`config.mk`:
```
export PLATFORM = sky130hd
export DESIGN_NAME = conv_encoder_pipe
export DESIGN_NICKNAME = d
export VERILOG_FILES = /design/src/rtl/conv_enc_pkg.sv /design/src/rtl/conv_encoder_pipe_xor_tree.sv /design/src/rtl/conv_encoder_pipe.sv
export SDC_FILE = /design/constraint.sdc
export NUM_CORES = 1
export LEC_CHECK = 0
export CAP_MARGIN = 25
export CORE_AREA = 2 2 73 102
export CTS_BUF_LIST = sky130_fd_sc_hd__clkbuf_2
export DETAILED_ROUTE_END_ITERATION = 10
export DIE_AREA = 0 0 75 104
export GPL_TIMING_DRIVEN = 0
export PLACE_DENSITY = 0.81
export SYNTH_ARGS = -nofsm -noshare
export SYNTH_HDL_FRONTEND = slang
export SYNTH_HIERARCHICAL = 1
export SYNTH_SLANG_ARGS = --single-unit
```
`constraint.sdc`:
```
create_clock -name clk -period 1.45 [get_ports clk]
set_input_delay 0.29 -clock clk [delete_from_list [all_inputs] [get_ports clk]]
set_output_delay 0.29 -clock clk [all_outputs]
set_load 0.01 [all_outputs]
```
`src/rtl/conv_enc_pkg.sv`:
```
// conv_enc_pkg: shared constants, state type and reference parity for the convolutional encoder
package conv_enc_pkg;
  localparam int K_MAX = 64;
  localparam int N_OUT_MAX = 4;
  localparam logic [35:0] DEFAULT_POLY_K36 = 36'hD354E3267;
  typedef enum logic {RUN, TAIL} enc_state_t;
  function automatic logic parity_ref(input logic [K_MAX-1:0] w, input logic [K_MAX-1:0] mask);
    return ^(w & mask);
  endfunction
endpackage

```
`src/rtl/conv_encoder_pipe_xor_tree.sv`:
```
// xor_tree_pipe: registered binary XOR reduction of a W-bit word, one tree level per pipeline stage
module xor_tree_pipe #(
  parameter int W = 36,
  parameter int LVL = $clog2(W)
) (
  input  logic         clk,
  input  logic         reset_n,
  input  logic         en,
  input  logic [W-1:0] data,
  output logic         parity
);
  localparam int P = 2 ** LVL;
  logic [P-1:0] leaf;
  logic [P-1:1] node, node_nx;
  logic [2*P-1:1] t;
  assign leaf = P'(data);
  assign t = {leaf, node};
  assign parity = node[1];
  // heap-ordered tree: node i folds its two children 2i and 2i+1, leaves sit above the nodes
  always_comb begin
    node_nx = '0;
    for (int i = 1; i < P; i++) node_nx[i] = t[2*i] ^ t[2*i+1];
  end
  // every level advances together so a stall freezes the whole tree
  always_ff @(posedge clk)
    if (!reset_n) node <= '0;
    else if (en) node <= node_nx;
endmodule

```
`src/rtl/conv_encoder_pipe.sv`:
```
// conv_encoder_pipe: rate-1/N convolutional encoder with stallable registered parity trees;
// define CONV_ENC_TAIL_EN for zero-tail frame termination (RUN/TAIL state machine)
module conv_encoder_pipe import conv_enc_pkg::*; #(
  parameter int K = 36,
  parameter int N_OUT = 2,
  parameter int SYSTEMATIC = 1,
  parameter logic [N_OUT*K-1:0] POLY = (N_OUT*K)'({36'h0, DEFAULT_POLY_K36}),
  parameter int LVL = $clog2(K)
) (
  input  logic             clk,
  input  logic             reset_n,
  input  logic             i_vld,
  output logic             o_rdy,
  input  logic             i_sym,
  input  logic             i_last,
  output logic             o_vld,
  input  logic             i_rdy,
  output logic [N_OUT-1:0] o_word,
  output logic             o_last
);
  logic en, acc, ins, bit_in, last_in;
  logic [K-1:0] w;
  logic [LVL:0] vd, ld, sd;
  assign en = !o_vld | i_rdy;
  assign acc = i_vld & o_rdy;
`ifdef CONV_ENC_TAIL_EN
  enc_state_t state, state_nx;
  logic [LVL-1:0] tail_cnt, tail_nx;
  logic tail_end;
  assign tail_end = tail_cnt == LVL'(K - 2);
  // state and tail counter move only on enabled cycles
  always_ff @(posedge clk)
    if (!reset_n) begin
      state <= RUN;
      tail_cnt <= '0;
    end else if (en) begin
      state <= state_nx;
      tail_cnt <= tail_nx;
    end
  // enter TAIL after the last info bit, leave once K-1 zeros have been pushed
  always_comb begin
    state_nx = state == RUN ? (acc & i_last ? TAIL : RUN) : (tail_end ? RUN : TAIL);
    tail_nx = state == TAIL ? tail_cnt + LVL'(1) : '0;
  end
  // TAIL blocks the input and injects valid zero bits, the final one tagged last
  always_comb begin
    o_rdy = reset_n & en & (state == RUN);
    ins = state == TAIL ? en : i_vld & reset_n & en;
    bit_in = state == RUN & i_sym;
    last_in = state == TAIL & tail_end;
  end
`else
  assign o_rdy = reset_n & en;
  assign ins = acc;
  assign bit_in = i_sym;
  assign last_in = i_last;
`endif
  // newest bit enters at w[0]; bubbles leave the window untouched
  always_ff @(posedge clk)
    if (!reset_n) w <= '0;
    else if (en & ins) w <= {w[K-2:0], bit_in};
  // valid, last and systematic bits ride alongside the window and tree levels
  always_ff @(posedge clk)
    if (!reset_n) begin
      vd <= '0;
      ld <= '0;
      sd <= '0;
    end else if (en) begin
      vd <= {vd[LVL-1:0], ins};
      ld <= {ld[LVL-1:0], ins & last_in};
      sd <= {sd[LVL-1:0], ins & bit_in};
    end
  assign o_vld = vd[LVL];
  assign o_last = ld[LVL];
  for (genvar j = 0; j < N_OUT; j++) begin : g_out
    if (SYSTEMATIC != 0 && j == N_OUT - 1) begin : g_sys
      assign o_word[j] = sd[LVL];
    end else begin : g_par
      xor_tree_pipe #(.W(K), .LVL(LVL)) u_tree (
        .clk(clk),
        .reset_n(reset_n),
        .en(en),
        .data(w & POLY[j*K +: K]),
        .parity(o_word[j])
      );
    end
  end
endmodule
```
==> results by stage, run 1 <==
Status:
- The flow ran to the end, but the final reports show violations.
- The checks that failed: setup timing.

Clock tree:
- The total CTS buffers is 9.
- The post-CTS clock slew at the launch and capture registers of the worst setup and hold paths is 0.26 ns.
- The clock passes through at most 2 buffers.
- Clock latency on the worst-skew pair, taken at its later pin, is between 0.5 and 0.6 ns.
- The clock tree root driver cell is sky130_fd_sc_hd__clkbuf_2.
- The clock net in this run drives a total of 95 sinks.
- The clock tree synthesis step divided the H-tree into 3 levels.
- TritonCTS built the clock tree.

STA:
- The worst path setup slack after routing is -0.251 ns.
- Between clock sinks in the finished design, the worst skew comes to 0.0282 ns.
- The final max-slew violation count came to 0.
- Counting I/O delays and the setup requirement, the final critical path takes 1.70 ns.
- Timing would allow up to between 500 and 600 MHz.
- The final hold violation count was 0.
- The post-route clock period utilization is 117%.
- Setup violations remaining at the end of the flow were counted as 2.
- Setup repair after global routing could not meet its margin everywhere.

Yosys:
- Synthesis inferred 95 register bits.
- The warning count from the yosys run is 6.
- The dominant cell type by area after synthesis is sky130_fd_sc_hd__dfxtp_1.
- The mean instance size in the synthesized netlist is 10.9 µm².
- The summed instance area of the synthesized netlist is 0.00402 mm².
- The area share of the largest cell type after synthesis is 47.4%.
- In the synthesized netlist, the number of instances is 370.
- By area the synthesized netlist is led by sky130_fd_sc_hd__dfxtp_1, sky130_fd_sc_hd__mux2i_1, sky130_fd_sc_hd__a21oi_2.
- The post-synthesis sequential area ratio is 47.4%.
- The distinct cell type count of the synthesized netlist is 22.

Power:
- Per report_power, the combinational group accounts for about a tenth of the total.
- The worst-case IR drop observed on VDD is 0.739 mV.
- In this run switching power makes up 26.0% of total power.
- The share of power burned in the clock network is 25.2%.
- For this design the ratio of total power to cell area is 948 mW/mm².
- Summed over all cells, the static leakage comes to 1.67 nW.
- Per report_power, the sequential group accounts for 65.4% of the total.
- The total chip power is 4.21 mW.
- The internal power consumption is 3.12 mW.
- In this run the power spent charging and discharging nets is 1.10 mW.

Setup path:
- In this run the worst setup path terminates at o_rdy.
- The kind of start point of the critical path is a register.
- Data on the critical path is required at its endpoint by roughly 1.2 ns.
- The worst register-to-register path begins at vd[6]$_SDFFE_PN0P_.
- For the worst setup path, the data arrival time is approximately 1.4 ns.
- Measured in cells, the most critical reg-to-reg path has a length of 7.
- Of all nets on the critical path, the largest fanout is 2.
- The type of the worst setup path is register to primary output.
- STA classifies the critical path endpoint as a primary output.
- The capturing point of the worst reg2reg path is g_out[0].g_par.u_tree/node[32]$_SDFFE_PN0P_.
- The slack of the worst reg-to-reg path is 0.05 ns.
- The critical path launch point is vd[6]$_SDFFE_PN0P_.

Placement:
- Port buffering added 9 buffers.
- The final HPWL from detailed placement is 4370 µm.
- Routability-driven placement finished with a final weighted congestion of 0.731.

Drt:
- The first-pass iteration count of the detailed router is 4.
- For this block, the via count after detailed routing is 2,517.
- Summed over all layers, the routed wires come to roughly 6000 µm.
- For this block, the initial DRC count from the detailed router was 55.
- Using the TritonRoute via totals, the vias-per-cell ratio works out to between 4 and 5.
- After detailed routing, the average wire length per cell comes to 11.8 µm.
- The remaining antenna violation count is 0.
- The number of DRC violations after detailed routing is 0.

Die:
- In this run the count of I/O pins placed on the die edge is 11.
- The floorplan step defined a core boundary enclosing a little under 0.007 mm².
- In this run the vertical extent of the chip is 104 µm.
- The overall die area is 0.00780 mm².
- The cell row count is 36.
- The die width is 75 µm.
- For this configuration, the core starts out at a cell density of 58.3%.

Global routing:
- The overall overflow remaining after global route is 0.
- The overall track demand over capacity in global routing is 17.5%.
- The number of global-route vias before repair is between 2,000 and 3,000.
- The wire length of the first global-routing pass is ~11,000 µm.
- The maximum number of pins on one net before global-route repair is 16.
- The initial antenna violation count is 0.

Flow run:
- The tool flagged a number of max-cap violations equal to 0.

Layout:
- The proportion of layout cells with a drive suffix above 1 is 29.4%.
- The area growth from synthesis to layout is 10.7%.
- The net total in the final layout is 416.
- The filler cells instantiated in the layout total 568.
- 0 antenna diodes ended up in the layout.
- At the end of the flow the core is filled with cells to 64.5%.

Min path:
- The worst hold path class is input port to register.
- The beginning of the worst hold path is reset_n.
repair_timing:
item                       CTS  global route
setup endpoints to repair   30            25
hold endpoints to repair     9             0
hold buffers                 1             0
gates resized for setup     25             6
buffers inserted             3             2
registers in the layout, summed over array words and instances (netlist names):
name                     count
g_out.g_par.u_tree/node     38
w                           36
ld                           7
sd                           7
vd                           7
kinds of logic after synthesis:
kind of cell	Yosys count	share of synthesized area, %
AO/OA/AOI/OAI	91	19.2
XOR/XNOR	35	7.63
buffers and inverters	27	7.35
flip-flops	95	47.4
multiplexers	39	9.72
other	1	0.0934
AND/OR/NAND/NOR	82	8.63
worst min path at each step:
stage,end,slack (ns),cells past startpoint
2_1_floorplan,w[0]$_SDFFE_PN0P_,0.43,2
3_3_place_gp,sd[5]$_SDFFE_PN0P_,0.44,2
3_5_place_dp,ld[4]$_SDFFE_PN0P_,0.44,2
4_1_cts,vd[6]$_SDFFE_PN0P_,0.03,2
5_1_grt,vd[6]$_SDFFE_PN0P_,0.03,2
6_report,g_out[0].g_par.u_tree/node[18]$_SDFFE_PN0P_,0.07,3
layer usage:
| layer | GRT usage [%] | share of wire [%] | vias to the layer above |
|---|---|---|---|
| met3 | 3.59 | 2.4 | 12 |
| met4 | 8.04 | 2.2 | 0 |
| met2 | 30.8 | 54 | 28 |
| li1 | - | - | 1299 |
| met1 | 19.4 | 41 | 1178 |
| met5 | 0 | 0 | - |
power by group through the flow:
stage               combinational, mW  sequential (mW)  clock [mW]
floorplan                       0.323             2.80           0
global placement                0.376             2.80           0
detailed placement              0.383             2.80           0
CTS                             0.390             2.75        1.10
global route                    0.437             2.77        1.19
finish                          0.399             2.75        1.06
final cells by class:
class                   instances  area, µm²  share of cell area [%]
plain buffers                  24        293                    6.59
clock buffers                   9       45.0                    1.01
clock inverters                 7       40.0                   0.901
inverters                       1       8.76                   0.197
multi-input cells             264       1890                    42.6
flip-flops and latches         95       1910                    42.9
well taps                      95        119                    2.67
repair buffers                 15        141                    3.18
placed cells by master (no fill, tap or decap), drive strengths merged, types with 2 or more instances in the layout:
cell type | Yosys | routed
mux2i | 39 | 39
nand2 | 75 | 75
nand3 | 2 | 2
clkinvlp | 0 | 3
dfxtp | 95 | 95
a21boi | 20 | 20
clkbuf | 4 | 13
buf | 21 | 28
nor2b | 4 | 4
clkdlybuf4s50 | 0 | 4
xnor2 | 35 | 35
a21oi | 35 | 35
conb | 1 | 17
o21ai | 35 | 35
clkinv | 0 | 4
per-stage QoR:
step | cell area, µm² | setup WS [ns] | std cells | hold slack [ns] | TNS [ns]
after floorplan | 4080 | 0.0797 | 386 | 0.429 | 0
after global placement | 4280 | -0.680 | 490 | 0.438 | -16.87
after detailed placement | 4280 | -0.685 | 490 | 0.442 | -18.07
after CTS | 4390 | -0.295 | 508 | 0.0328 | -0.376
after global routing | 4450 | -0.340 | 510 | 0.0321 | -0.480
final | 4450 | -0.251 | 510 | 0.0738 | -0.281
cell usage after synthesis:
cell,instances
sky130_fd_sc_hd__buf_2,4
sky130_fd_sc_hd__buf_6,5
sky130_fd_sc_hd__o21ai_2,35
sky130_fd_sc_hd__clkbuf_1,4
sky130_fd_sc_hd__xnor2_1,35
sky130_fd_sc_hd__a21oi_2,35
sky130_fd_sc_hd__buf_12,6
sky130_fd_sc_hd__nor2b_1,3
sky130_fd_sc_hd__nand2_8,1
sky130_fd_sc_hd__o21a_1,1
sky130_fd_sc_hd__nand2_1,74
sky130_fd_sc_hd__nand3_1,2
sky130_fd_sc_hd__bufbuf_16,1
sky130_fd_sc_hd__buf_4,6
sky130_fd_sc_hd__nor2b_4,1
sky130_fd_sc_hd__conb_1,1
sky130_fd_sc_hd__a21boi_1,18
sky130_fd_sc_hd__a21boi_0,2
sky130_fd_sc_hd__inv_4,1
sky130_fd_sc_hd__and2_1,1
sky130_fd_sc_hd__dfxtp_1,95
sky130_fd_sc_hd__mux2i_1,39
worst max-delay path, cell delays in order (launching register included):
cell,delay [ns]
sky130_fd_sc_hd__dfxtp_2,0.38
sky130_fd_sc_hd__nor2b_4,0.19
sky130_fd_sc_hd__inv_6,0.04
sky130_fd_sc_hd__and2_4,0.15
sky130_fd_sc_hd__buf_6,0.11
No activity file was read; power rests on OpenSTA's default activity.
==> inputs of run 2 (changes only) <==
==> constraint.sdc (replaced) <==
create_clock -name clk -period 1.85 [get_ports clk]
set_input_delay 0.37 -clock clk [delete_from_list [all_inputs] [get_ports clk]]
set_output_delay 0.37 -clock clk [all_outputs]
set_load 0.01 [all_outputs]
==> results by stage, run 2 (synthesis results as in run 1) <==
Status:
- The flow ran to the end, and the final reports show no timing, DRC or antenna violations.

Min path:
- The endpoint of the worst hold path is g_out[0].g_par.u_tree/node[9]$_SDFFE_PN0P_.
- Counting instances, the worst hold path has a depth of 3.
- The worst hold path class is input port to register.
- The startpoint identified for the worst hold timing path is reset_n.

Global routing:
- Entering global routing, the biggest net connects 16 pins.
- The total overflow left after global routing is 0.
- The overall track demand over capacity in global routing is 17.5%.
- The initial antenna violation count was 0.
- The number of global-route vias before repair came to 2,545.
- The wire length of the first global-routing pass is 10,700 µm.

Clock tree:
- TritonCTS built the clock tree.
- Clock-pin slew was measured on the worst setup and hold paths at 0.25 ns.
- In this run the deepest clock path goes through 2 buffers.
- The clock tree root driver cell is sky130_fd_sc_hd__clkbuf_2.
- The CTS sink count is 95.
- For this design, the CTS-stage hold fixing added 0 buffers.
- The H-tree depth reported by CTS is 3.
- The source-to-sink clock delay at the later pin of the worst-skew pair is 0.55 ns.
- The number of clock buffers added by TritonCTS is 9.

Setup path:
- The endpoint class of the critical path is a primary output.
- The logic depth of the worst register-to-register path is 7.
- The worst-path maximum fanout is 2.
- STA puts the critical path data arrival time at 1.41 ns.
- The worst setup path is launched from a register.
- The worst register-to-register path begins at vd[6]$_SDFFE_PN0P_.
- The data required time of the worst path is around 1.5 ns.
- The capturing point of the worst reg2reg path is g_out[0].g_par.u_tree/node[32]$_SDFFE_PN0P_.
- The worst setup path is of the register to primary output kind.
- In this run the register-to-register setup slack is 0.43 ns.

Die:
- The floorplan core area is ~0.007 mm².
- The floorplan has 36 rows.
- The overall die area is a little under 0.008 mm².
- In this run the horizontal extent of the chip is 75 µm.
- The starting density of the core is between 50% and 60%.
- The I/O pin total is 11.
- The floorplan step set the die height to around 100 µm.

Layout:
- Cells fill 63.9% of the core in the end.
- The area growth from synthesis to layout is 9.60%.
- With fillers left out, the area of the finished cells amounts to 0.00440 mm².
- The number of standard cells in the final layout excluding fillers is 509.
- The largest registers in the layout are g_out.g_par.u_tree/node: 38 flops, w: 36 flops.
- The register with the most flip-flops in the layout has 38 of them.
- More flip-flops sit in one register than any other, and that register is g_out.g_par.u_tree/node.
- The library cell used most frequently in the layout, excluding fill and tap cells, is sky130_fd_sc_hd__dfxtp_1.
- Fill cells in the final layout number 575.
- The top cell types in the final layout, fill and taps aside, are sky130_fd_sc_hd__dfxtp_1, sky130_fd_sc_hd__nand2_1, sky130_fd_sc_hd__mux2i_1.
- Cells with a size suffix above 1 make up between 20 and 30% of the layout.
- For this run, the post-layout net count is between 400 and 500.
- The count of antenna diodes in the layout is 0.

STA:
- The highest attainable clock frequency is 562 MHz.
- Across the routed clock network, the largest skew measured is 0.0227 ns.
- Setup repair after global routing could not meet its margin everywhere.
- Setup violations remaining at the end of the flow were counted as 0.
- The final max-slew violation count is 0.
- The smallest hold slack is 0.0494 ns.
- The final hold violation count is 0.
- The shortest period the worst path allows is 1.78 ns.
- The post-route clock period utilization is 96.3%.

Flow run:
- The number of max-cap violations is 0.

Power:
- The total power divided by cell area is roughly 750 mW/mm².
- The static power due to leakage is 1.66 nW.
- Across the VDD grid, the largest voltage drop is 0.574 mV.

Drt:
- The count of nets left with antenna violations once routing finished came out at 0.
- The detailed router's first-iteration violation count is 47.
- The first-pass iteration count of the detailed router is 5.
- Detailed routing inserted a total of 2,501 vias.
- For this block, the routed nets add up to 5930 µm of wire.
- The routed length per instance is 11.7 µm.
- In the routed design, unresolved DRC markers number 0.
- In the routed layout, each cell is associated on average with a via count of 4.91.

Placement:
- The total of buffers placed on input and output ports is 9.
- The placed instance area is 0.00428 mm².
- After detailed placement, the design holds a cell count of 490.
- The placer's final routability congestion estimate is 0.731.
- After legalization and detailed placement, the total HPWL measured roughly 4400 µm.
==> run 2: stage by stage <==
stage               setup TNS, ns  setup slack (ns)  power, mW
floorplan                       0             0.480       2.44
global placement            -1.77            -0.440       2.49
detailed placement          -2.10            -0.445       2.50
CTS                             0           0.00957       3.32
global route              -0.0195           -0.0195       3.43
finish                          0            0.0691       3.28
==> run 2: where the power goes <==
group | total [mW] | internal [mW] | switching, mW
combinational | 0.301 | 0.161 | 0.139
clock | 0.823 | 0.161 | 0.662
sequential | 2.16 | 2.11 | 0.0458
total | 3.28 | 2.43 | 0.847
==> run 2: worst max path at each step <==
stage / start / end / slack, ns
finish: vd[6]$_SDFFE_PN0P_ / o_rdy / 0.07
global route: vd[6]$_SDFFE_PN0P_ / o_rdy / -0.02
floorplan: vd[6]$_SDFFE_PN0P_ / g_out[0].g_par.u_tree/node[10]$_SDFFE_PN0P_ / 0.48
CTS: vd[6]$_SDFFE_PN0P_ / o_rdy / 0.01
detailed placement: i_rdy / o_rdy / -0.45
global placement: i_rdy / o_rdy / -0.44
==> run 2: layout make-up <==
class	count	area, µm²	area share, %
Sequential cell	95	1910	43.3
Clock buffer	9	45.0	1.02
Inverter	1	8.76	0.199
Multi-Input combinational cell	264	1880	42.7
Buffer	25	284	6.45
Timing Repair Buffer	13	116	2.64
Tap cell	95	119	2.70
Clock inverter	7	40.0	0.910
==> run 2: timing repair <==
action,in CTS,in global routing
resized for setup,13,2
setup endpoints to repair,5,1
pin swaps,0,0
gates cloned,0,0
setup buffers,3,1
==> run 2: layer usage <==
layer / GRT usage (%) / part of all wire (%) / wire length [µm]
met5: 0 / 0 / 0
met4: 8.04 / 2.3 / 134
met3: 3.59 / 2.1 / 125
met2: 30.9 / 55 / 3250
met1: 19.2 / 41 / 2430
==> run 2: critical path: stages, from the launching register on <==
cell and delay [ns]:
sky130_fd_sc_hd__dfxtp_2 0.39, sky130_fd_sc_hd__nor2b_4 0.19, sky130_fd_sc_hd__inv_6 0.04, sky130_fd_sc_hd__and2_4 0.15, sky130_fd_sc_hd__buf_6 0.11
==> inputs of run 3 (changes only) <==
--- a/config.mk
+++ b/config.mk
@@ -7,7 +7,7 @@
 export LEC_CHECK = 0
 export CAP_MARGIN = 25
 export CORE_AREA = 2 2 73 102
-export CTS_BUF_LIST = sky130_fd_sc_hd__clkbuf_2
+export CTS_BUF_LIST = sky130_fd_sc_hd__clkbuf_4
 export DETAILED_ROUTE_END_ITERATION = 10
 export DIE_AREA = 0 0 75 104
 export GPL_TIMING_DRIVEN = 0
==> results by stage, run 3 (synthesis results as in run 1) <==
Setup path:
- The total stage count of the critical path is 2.
- In this run the critical register-to-register path is launched from vd[6]$_SDFFE_PN0P_.
- The capturing point of the worst reg2reg path is g_out[0].g_par.u_tree/node[44]$_SDFFE_PN0P_.
- The critical path starts at vd[6]$_SDFFE_PN0P_.
- The worst setup path is captured at a primary output.
- Traced cell by cell, the critical path runs through buf_4, clkdlybuf4s50_1.
- The number of buffer and inverter stages on the critical path is 2.
- The setup path with the least slack is of type register to primary output.
- The cell family with the largest share of critical-path delay is buffers and inverters.
- In this run the worst path has a maximum fanout of 2.
- The capturing element of the worst setup path is o_vld.
- In this design, the stage delay of the slowest critical-path cell is 0.52 ns.
- The worst endpoint data arrival time is 1.40 ns.
- The slowest stage cell on the critical path is sky130_fd_sc_hd__clkdlybuf4s50_1.
- The number of cells on the worst reg-to-reg path is 7.
- STA classifies the critical path startpoint as a register.
- The slack of the worst reg-to-reg path is roughly 0.46 ns.
- The data required time of the worst path is 1.48 ns.

Global routing:
- Entering global routing, the biggest net connects 16 pins.
- The overall overflow remaining after global route is 0.
- The initial antenna violation count is 0.
- The number of global-route vias before repair came to 2,518.
- The wire length of the first global-routing pass is 10,600 µm.
- The overall track demand over capacity in global routing is 17.5%.

Power:
- The switching power is 846 µW.
- The share of power burned in the clock network is around 27%.
- The internal power consumption is 2.53 mW.
- The portion of total power attributed to combinational logic is roughly 9%.
- The net switching fraction of the power is 25.1%.
- Sequential cells burn 63.8% of the power.
- The total power divided by cell area is 763 mW/mm².
- The highest ir drop seen on vdd is 0.587 mV.
- In this run the static leakage power is 1.64 nW.

Layout:
- The synthesis-to-finish area growth is 10.1%.
- The register with the most flip-flops in the layout has 38 of them.
- The final core utilization is 64.1%.
- The largest registers in the layout are g_out.g_par.u_tree/node: 38 flops, w: 36 flops.
- Of the cells placed in the final design, the portion with a size suffix greater than 1 is a little over a quarter.
- The most common library cell in the layout ignoring fill and taps is sky130_fd_sc_hd__dfxtp_1.
- In the layout the commonest cells are sky130_fd_sc_hd__dfxtp_1, sky130_fd_sc_hd__nand2_1, sky130_fd_sc_hd__mux2i_1.
- The count of antenna diodes in the layout is 0.
- In the final design database the tool counted 415 nets.
- g_out.g_par.u_tree/node holds more flip-flops than any other register.
- The layout has 569 filler cells.
- Leaving out filler cells and counting taps, the final layout contains 509.

Drt:
- The detailed router finished its first iteration with 59 violations.
- For this run, the detailed router's first-pass iteration total came to 4.
- In the routed layout, each cell is associated on average with a via count of 4.88.
- After detailed routing, the average wire length per cell comes to 11.7 µm.
- The via count is 2,485.
- The count of nets left with antenna violations once routing finished came out at 0.
- In the routed design, unresolved DRC markers number 0.
- The total routed wirelength is 5950 µm.

STA:
- Setup violations remaining at the end of the flow were counted as 0.
- The post-route clock period utilization is 95.8%.
- The highest attainable clock frequency is 564 MHz.
- The final hold violation count is 0.
- The final max-slew violation count was 0.
- Setup repair after global routing left no endpoint under its margin.
- The post-route clock skew is ~0.012 ns.
- After layout, the minimum clock period comes to between 1.5 and 2 ns.

Min path:
- The worst hold path class is input port to register.

Clock tree:
- CTS built an H-tree with a depth of 3.
- The number of hold buffers added after CTS is 0.
- Counting the buffers created by CTS gives 9.
- The CTS sink count is 95.
- TritonCTS built the clock tree.
- The later pin in the worst-skew pair is clocked with a latency of 0.44 ns.
- The clock tree root driver cell is sky130_fd_sc_hd__clkbuf_4.
- Clock-pin slew was measured on the worst setup and hold paths at ~0.14 ns.
- The longest clock path from root to sink contains 2 buffers.

Placement:
- At the end of routability-driven placement, the weighted congestion stood at 0.731.
- After legalization and detailed placement, the total HPWL measured 4370 µm.
- The total of buffers placed on input and output ports is 9.
- The total placed cells including tap cells is 490.

Die:
- The die span in y is 104 µm.
- The die is ~75 µm wide.
- The initial utilization of the core area, before any placement, comes to 58.3%.
- The core region is 0.00689 mm².
- The I/O pin total is 11.
- The cell row count is 36.
- The overall die area is 0.00780 mm².

Flow run:
- Max-cap violations in this run came to 0.

Status:
- The flow ran to the end, and the final reports show no timing, DRC or antenna violations.
-- run 3: worst min path at each step --
stage                        from                                    endpoint  slack, ns  cells past startpoint
6_report                  reset_n  g_out[0].g_par.u_tree/node[9]$_SDFFE_PN0P_       0.19                      3
5_1_grt                   reset_n  g_out[0].g_par.u_tree/node[9]$_SDFFE_PN0P_       0.16                      3
4_1_cts                   reset_n  g_out[0].g_par.u_tree/node[9]$_SDFFE_PN0P_       0.16                      3
3_5_place_dp   ld[4]$_SDFFE_PN0P_                          ld[4]$_SDFFE_PN0P_       0.44                      2
3_3_place_gp   sd[5]$_SDFFE_PN0P_                          sd[5]$_SDFFE_PN0P_       0.44                      2
2_1_floorplan  ld[1]$_SDFFE_PN0P_                          ld[1]$_SDFFE_PN0P_       0.43                      2
-- run 3: worst min-delay path, stage by stage --
cell and delay [ns]:
sky130_fd_sc_hd__buf_6 0.13, sky130_fd_sc_hd__o21ai_2 0.06, sky130_fd_sc_hd__a21oi_2 0.03
-- run 3: repair_timing --
action                                  in CTS  in global routing
setup buffers                                2                  2
gates resized for setup                      3                  1
endpoints found under the setup margin       1                  1
-- run 3: area by class of cell --
cell class / instances / area (µm²) / area share [%]
tap: 95 / 119 / 2.69
clock buffer: 9 / 67.6 / 1.53
timing repair buffer: 13 / 120 / 2.72
buffer: 25 / 284 / 6.43
inverter: 1 / 8.76 / 0.198
multi-input combinational: 264 / 1880 / 42.5
sequential: 95 / 1900 / 43.1
clock inverter: 7 / 40.0 / 0.906
-- run 3: power by group through the flow --
stage               clock network (mW)  registers, mW  logic [mW]
finish                           0.924           2.15       0.298
global route                      1.03           2.16       0.327
CTS                              0.956           2.15       0.301
detailed placement                   0           2.20       0.300
global placement                     0           2.20       0.295
floorplan                            0           2.19       0.253
-- run 3: stage by stage --
step / setup WS [ns] / area, µm² / power [mW] / hold slack [ns] / TNS, ns
finish: 0.0768 / 4420 / 3.37 / 0.186 / 0
detailed placement: -0.445 / 4280 / 2.50 / 0.442 / -2.10
global placement: -0.440 / 4280 / 2.49 / 0.438 / -1.77
global route: 0.00772 / 4420 / 3.52 / 0.160 / 0
CTS: 0.0187 / 4400 / 3.41 / 0.162 / 0
floorplan: 0.480 / 4080 / 2.44 / 0.431 / 0
-- run 3: routing by layer --
metal  global-route usage, %  part of all wire (%)
met5                       0                     0
met4                    6.51                   1.7
met3                    4.75                   2.3
met2                    30.8                    55
met1                    19.3                    41
